<file path="src/rtl/pwm_umbral_decoder_if.sv">
// Bundle between a PWM threshold generator line and its decoder.
// The master drives the PWM line; the slave publishes the recovered threshold.
interface pwm_umbral_decoder_if #(
  parameter int WIDTH = 12
);
  logic             i_pwm;
  logic [WIDTH-1:0] o_umbral;
  logic             o_valid;
  logic             o_locked;
  logic             o_err;

  modport master (
    output i_pwm,
    input  o_umbral, o_valid, o_locked, o_err
  );

  modport slave (
    input  i_pwm,
    output o_umbral, o_valid, o_locked, o_err
  );
endinterface

</file>
<file path="src/rtl/pwm_umbral_decoder.sv">
// Recovers the threshold of a free-running PWM generator by timing each low phase,
// with stuck-low (threshold 0) detection and a stuck-high error flag.
module pwm_umbral_decoder #(
  parameter int WIDTH       = 12,
  parameter int SYNC_STAGES = 2
) (
  input logic                 clock,
  input logic                 i_reset_n,
  pwm_umbral_decoder_if.slave bus
);

  localparam logic [WIDTH-1:0] CntMax = '1;

  typedef enum logic [1:0] {IDLE, LOW, HIGH} stateT;

  logic [SYNC_STAGES-1:0] sync_q;
  logic                   sPrev_q;
  stateT                  state_q, state_d;
  logic [WIDTH-1:0]       lowCnt_q, lowCnt_d;
  logic [WIDTH-1:0]       highCnt_q, highCnt_d;
  logic [WIDTH-1:0]       umbral_q, umbral_d;
  logic                   valid_q, valid_d;
  logic                   locked_q, locked_d;
  logic                   err_q, err_d;

  logic                   sPwm, fall, rise;
  logic                   emit;
  logic [WIDTH-1:0]       emitVal;

  assign sPwm = sync_q[SYNC_STAGES-1];
  assign fall = sPrev_q & ~sPwm;
  assign rise = ~sPrev_q & sPwm;

  always_ff @(posedge clock or negedge i_reset_n) begin
    if (!i_reset_n) begin
      sync_q    <= '0;
      sPrev_q   <= 1'b0;
      state_q   <= IDLE;
      lowCnt_q  <= '0;
      highCnt_q <= '0;
      umbral_q  <= '0;
      valid_q   <= 1'b0;
      locked_q  <= 1'b0;
      err_q     <= 1'b0;
    end else begin
      sync_q    <= {sync_q[SYNC_STAGES-2:0], bus.i_pwm};
      sPrev_q   <= sPwm;
      state_q   <= state_d;
      lowCnt_q  <= lowCnt_d;
      highCnt_q <= highCnt_d;
      umbral_q  <= umbral_d;
      valid_q   <= valid_d;
      locked_q  <= locked_d;
      err_q     <= err_d;
    end
  end

  // IDLE only arms on a falling edge so a partial low phase is never reported;
  // a full period of low wraps the counter and reports threshold 0 instead.
  always_comb begin
    state_d   = state_q;
    lowCnt_d  = lowCnt_q;
    highCnt_d = highCnt_q;
    emit      = 1'b0;
    emitVal   = '0;

    case (state_q)
      IDLE: begin
        if (fall) begin
          lowCnt_d = WIDTH'(1);
          state_d  = LOW;
        end else if (!sPwm) begin
          if (lowCnt_q == CntMax) begin
            emit     = 1'b1;
            lowCnt_d = '0;
            state_d  = LOW;
          end else begin
            lowCnt_d = lowCnt_q + WIDTH'(1);
          end
        end else begin
          lowCnt_d = '0;
        end
      end
      LOW: begin
        if (rise) begin
          emit      = 1'b1;
          emitVal   = lowCnt_q;
          highCnt_d = WIDTH'(1);
          state_d   = HIGH;
        end else if (!sPwm) begin
          if (lowCnt_q == CntMax) begin
            emit     = 1'b1;
            lowCnt_d = '0;
          end else begin
            lowCnt_d = lowCnt_q + WIDTH'(1);
          end
        end
      end
      HIGH: begin
        if (fall) begin
          lowCnt_d  = WIDTH'(1);
          highCnt_d = '0;
          state_d   = LOW;
        end else if (sPwm && (highCnt_q != CntMax)) begin
          highCnt_d = highCnt_q + WIDTH'(1);
        end
      end
      default: state_d = IDLE;
    endcase

    valid_d  = emit;
    umbral_d = emit ? emitVal : umbral_q;
    locked_d = locked_q | emit;
    if (emit) begin
      err_d = 1'b0;
    end else begin
      err_d = err_q | ((state_q == HIGH) && (highCnt_d == CntMax));
    end
  end

  assign bus.o_umbral = umbral_q;
  assign bus.o_valid  = valid_q;
  assign bus.o_locked = locked_q;
  assign bus.o_err    = err_q;

endmodule

</file>
<file path="src/flat_wrapper.sv">
// flat-port wrapper written by rule: the top's interface ports become plain ports
module pwm_umbral_decoder_flat 
#(
  parameter int WIDTH       = 12,
  parameter int SYNC_STAGES = 2
)
  (clock, i_reset_n, bus_i_pwm, bus_o_umbral, bus_o_valid, bus_o_locked, bus_o_err);
  pwm_umbral_decoder_if #(.WIDTH(WIDTH)) bus_i ();
  input logic clock;
  input logic i_reset_n;
  input wire logic [$bits(bus_i.i_pwm)-1:0] bus_i_pwm;
  output wire logic [$bits(bus_i.o_umbral)-1:0] bus_o_umbral;
  output wire logic [$bits(bus_i.o_valid)-1:0] bus_o_valid;
  output wire logic [$bits(bus_i.o_locked)-1:0] bus_o_locked;
  output wire logic [$bits(bus_i.o_err)-1:0] bus_o_err;
  assign bus_i.i_pwm = bus_i_pwm;
  assign bus_o_umbral = bus_i.o_umbral;
  assign bus_o_valid = bus_i.o_valid;
  assign bus_o_locked = bus_i.o_locked;
  assign bus_o_err = bus_i.o_err;
  pwm_umbral_decoder #(.WIDTH(WIDTH), .SYNC_STAGES(SYNC_STAGES)) u_core (.clock(clock), .i_reset_n(i_reset_n), .bus(bus_i));
endmodule
</file>
<file path="config.mk">
export PLATFORM = sky130hd
export DESIGN_NAME = pwm_umbral_decoder_flat
export DESIGN_NICKNAME = d
export VERILOG_FILES = /design/src/rtl/pwm_umbral_decoder_if.sv /design/src/rtl/pwm_umbral_decoder.sv /design/src/flat_wrapper.sv
export SDC_FILE = /design/constraint.sdc
export NUM_CORES = 1
export LEC_CHECK = 0
export CAP_MARGIN = 20
export CORE_ASPECT_RATIO = 1.75
export CORE_MARGIN = 2
export CORE_UTILIZATION = 45
export DETAILED_ROUTE_END_ITERATION = 16
export HOLD_SLACK_MARGIN = 0.08
export SLEW_MARGIN = 20
export SYNTH_ARGS = -nofsm -noshare
export SYNTH_HDL_FRONTEND = slang
export SYNTH_SLANG_ARGS = --single-unit
</file>
<file path="constraint.sdc">
create_clock -name clock -period 2.6 [get_ports clock]
set_input_delay 0.26 -clock clock [delete_from_list [all_inputs] [get_ports clock]]
set_output_delay 0.26 -clock clock [all_outputs]
set_load 0.005 [all_outputs]
</file>
==> impl_metrics.tcl, run 1 <==
set metrics [dict create \
    yosys-top-cells-area "dfrtp_1 47%, a22o_1 4.9%, nand2_1 3.4%, ha_1 3.2%, nor2_1 2.9%" \
    async_flop_share_pct 100 \
    synth_cells 229 \
    crit_chain "inv_1 -> ha_1 -> nand2_1 -> and2b_2 -> o21ai_1 -> a21oi_1 -> nor4b_1 -> nand4_1 -> o21ai_1" \
    clock_sinks 44 \
    first_pass_iters 4 \
    cts_tree "yes" \
    dp.cells 298 \
    ant_nets 0 \
    timing.final.crit_period_ns 2.34 \
    grt_usage_pct 20.7 \
    drive_above_1_share_pct 13.4 \
    grt_max_degree 45 \
    drc 0 \
    htreeDepth 2 \
    grt_pass1_vias 1858 \
    power_density_nw_per_um2 731 \
    critPathLaunchType "flop" \
    ys_warn_count 0 \
    fin_cells 307 \
    cts-root-buf "clkbuf_8" \
    port_buffers 17 \
    timing.hold.ws_ns 0.359 \
    arrival_ns 2.57 \
    clock_path_buffers 2 \
    finalCritPeriodShare_pct 90.1 \
    antenna_found_initial 0 \
    synth-seq-cells 44 \
    clk_pin_slew_worst_paths_ns 0.09 \
    hold_class "flop to flop" \
    crit_top_cell "o21ai_1" \
    path_buf_inv 1 \
    wirelength_mm 5.37 \
    vias_per_cell 6.07 \
    final_common_cell "dfrtp_1" \
    critPathMaxFanout 12 \
    rows 34 \
    critPathRequiredTime_ns 2.83 \
    rsz0062_at_grt "no" \
    end_kind "flop" \
    placed_area_um2 2550 \
    cp_slowest_stage_delay_ns 0.41 \
    vias 1863 \
    gp_congestion 0.930 \
    die_y_um 99.4 \
    finalInstanceArea_um2 2680 \
    setup-violations-final 0 \
    crit_slowest_cell "dfrtp_1" \
    maxCapViolCount 0 \
    yosys.area.top_type "dfrtp_1" \
    worst_r2r_path_depth 9 \
    grt-ovfl-total 0 \
    drtIter0Drc 126 \
    skew_ns 0.00928 \
    max_clock_freq_mhz 427 \
    dp_hpwl_mm 3.89 \
    peakVddDrop_mv 0.633 \
    whs_path_depth 0 \
    wl_per_cell_um 17.5 \
    dieArea_um2 5810 \
    mostFrequentLayoutCells "44 x dfrtp_1, 21 x nand2_1, 18 x nor2_1, 16 x clkdlybuf4s50_1" \
    antenna_cells 0 \
    syn-num-nets 238 \
    core_um2 4980 \
    grt_pass1_wl_mm 9.16 \
    worst_pin_slew_ns 0.625 \
    fin_nets 261 \
    die_w_um 58.5 \
    netlist.area_leader.share_pct 47.1 \
    insertion_delay_ns 0.30 \
    start_util_pct 47.0 \
    io-pin-count 18 \
    synth_area_per_cell_um2 10.2 \
    synthDistinctLibCells 57 \
    synth_ff_type "dfrtp_1" \
    p_leak_uw 0.00116 \
    finalHoldViolCount 0 \
    relSlewSlack_pct 58.3 \
    path_depth 9 \
    post-route-util_pct 53.8 \
    path_class "flop to flop" \
    critPathTopFamily "simple AND/OR/NAND/NOR gates" \
    synth_edf_count 0 \
    slew_viol_final 0 \
    yosysSeqAreaShare_pct 47.1 \
    outcome "completed" \
    syn-cell-area_um2 2340 \
    area_delta_synth_final_pct 14.5 \
    cts_made_buffers 5 \
    fin_tns_setup_ns 0 \
]
## routing by layer
layer	routed length [um]	GRT usage [%]
met3	141	3.38
met2	2920	36.5
met1	2160	24.0
met5	0	0
met4	139	8.59
## synthesized netlist by cell type (2+ instances only)
master and number:
ha_1 6, nor3_2 2, o211ai_1 2, nand4_1 6, nand3_2 2, nand4_2 3
a41oi_1 2, a21oi_1 11, o21ai_1 4, buf_6 3, nor2b_1 2, nor3_1 3
a22o_1 13, nor2_1 18, or4_1 2, o41ai_1 2, nand2_1 21, nor4_1 2
dfrtp_1 44, o21ai_0 7, or3_1 5, a31oi_1 4, and4_1 3, xor2_1 7
nand3_1 11, inv_1 13
## final cells by class
class / count / area (um^2)
Clock buffer: 5 / 68.8
Clock inverter: 3 / 46.3
Fill cell: 447 / 2300
Inverter: 13 / 48.8
Multi-Input combinational cell: 165 / 1130
Sequential cell: 44 / 1100
Tap cell: 54 / 67.6
Timing Repair Buffer: 23 / 215
## what timing repair did
action | CTS | global route
hold endpoints to repair | 0 | 44
endpoints found under the setup margin | 0 | 1
hold buffers | 0 | 1
resized for setup | 0 | 1
setup buffers | 0 | 0
## sequential cells by signal, summed over array words and instances, names as in the netlist
signal               count
u_core.sPrev_q           1
u_core.bus.o_err         1
u_core.sync_q            2
u_core.lowCnt_q         12
u_core.bus.o_valid       1
u_core.bus.o_locked      1
u_core.highCnt_q        12
u_core.bus.o_umbral     12
u_core.state_q           2
## logic make-up after synthesis
family / Yosys count / share of synthesized area, %
fa+ha+maj: 6 / 3.21
mux: 1 / 0.428
buf+inv: 20 / 4.65
simple gates: 93 / 23.5
xor+xnor: 8 / 2.99
flops: 44 / 47.1
compound gates: 57 / 18.2
## where the power goes
part / switching [uW] / internal [uW]
Sequential: 56.2 / 743
Clock: 257 / 290
Combinational: 374 / 239
Total: 688 / 1270
## worst paths after layout
check                                         startpoint                        endpoint  slack [ns]
max                        u_core.state_q[1]$_DFFE_PN0P_      u_core.bus.o_err$_DFF_PN0_        0.26
min                           u_core.sync_q[0]$_DFF_PN0_      u_core.sync_q[1]$_DFF_PN0_        0.36
max reg2reg                u_core.state_q[1]$_DFFE_PN0P_      u_core.bus.o_err$_DFF_PN0_        0.26
min reg2reg                   u_core.sync_q[0]$_DFF_PN0_      u_core.sync_q[1]$_DFF_PN0_        0.36
max in group asynchronous                      i_reset_n  u_core.lowCnt_q[9]$_DFFE_PN0P_        1.72
min in group asynchronous                      i_reset_n   u_core.highCnt_q[9]$_DFF_PN0_        0.48
## metrics by stage
step / setup WS [ns] / power, uW
floorplan: 0.524 / 1220
global placement: 0.257 / 1420
detailed placement: 0.172 / 1430
CTS: 0.143 / 1970
global route: 0.0505 / 2070
finish: 0.259 / 1960
Note: power is estimated with default switching activity, not from simulation.
==> inputs of run 2 (changes only) <==
Settings changed: CTS_CLUSTER_SIZE from default to 25.
==> results of run 2 <==
The final DEF is identical to that of run 1; final timing and power are the same.
==> inputs of run 3 (changes only) <==
Settings changed: CTS_CLUSTER_SIZE 25 to 10.
==> results of run 3 <==
The final DEF is identical to that of run 1; final timing and power are the same.
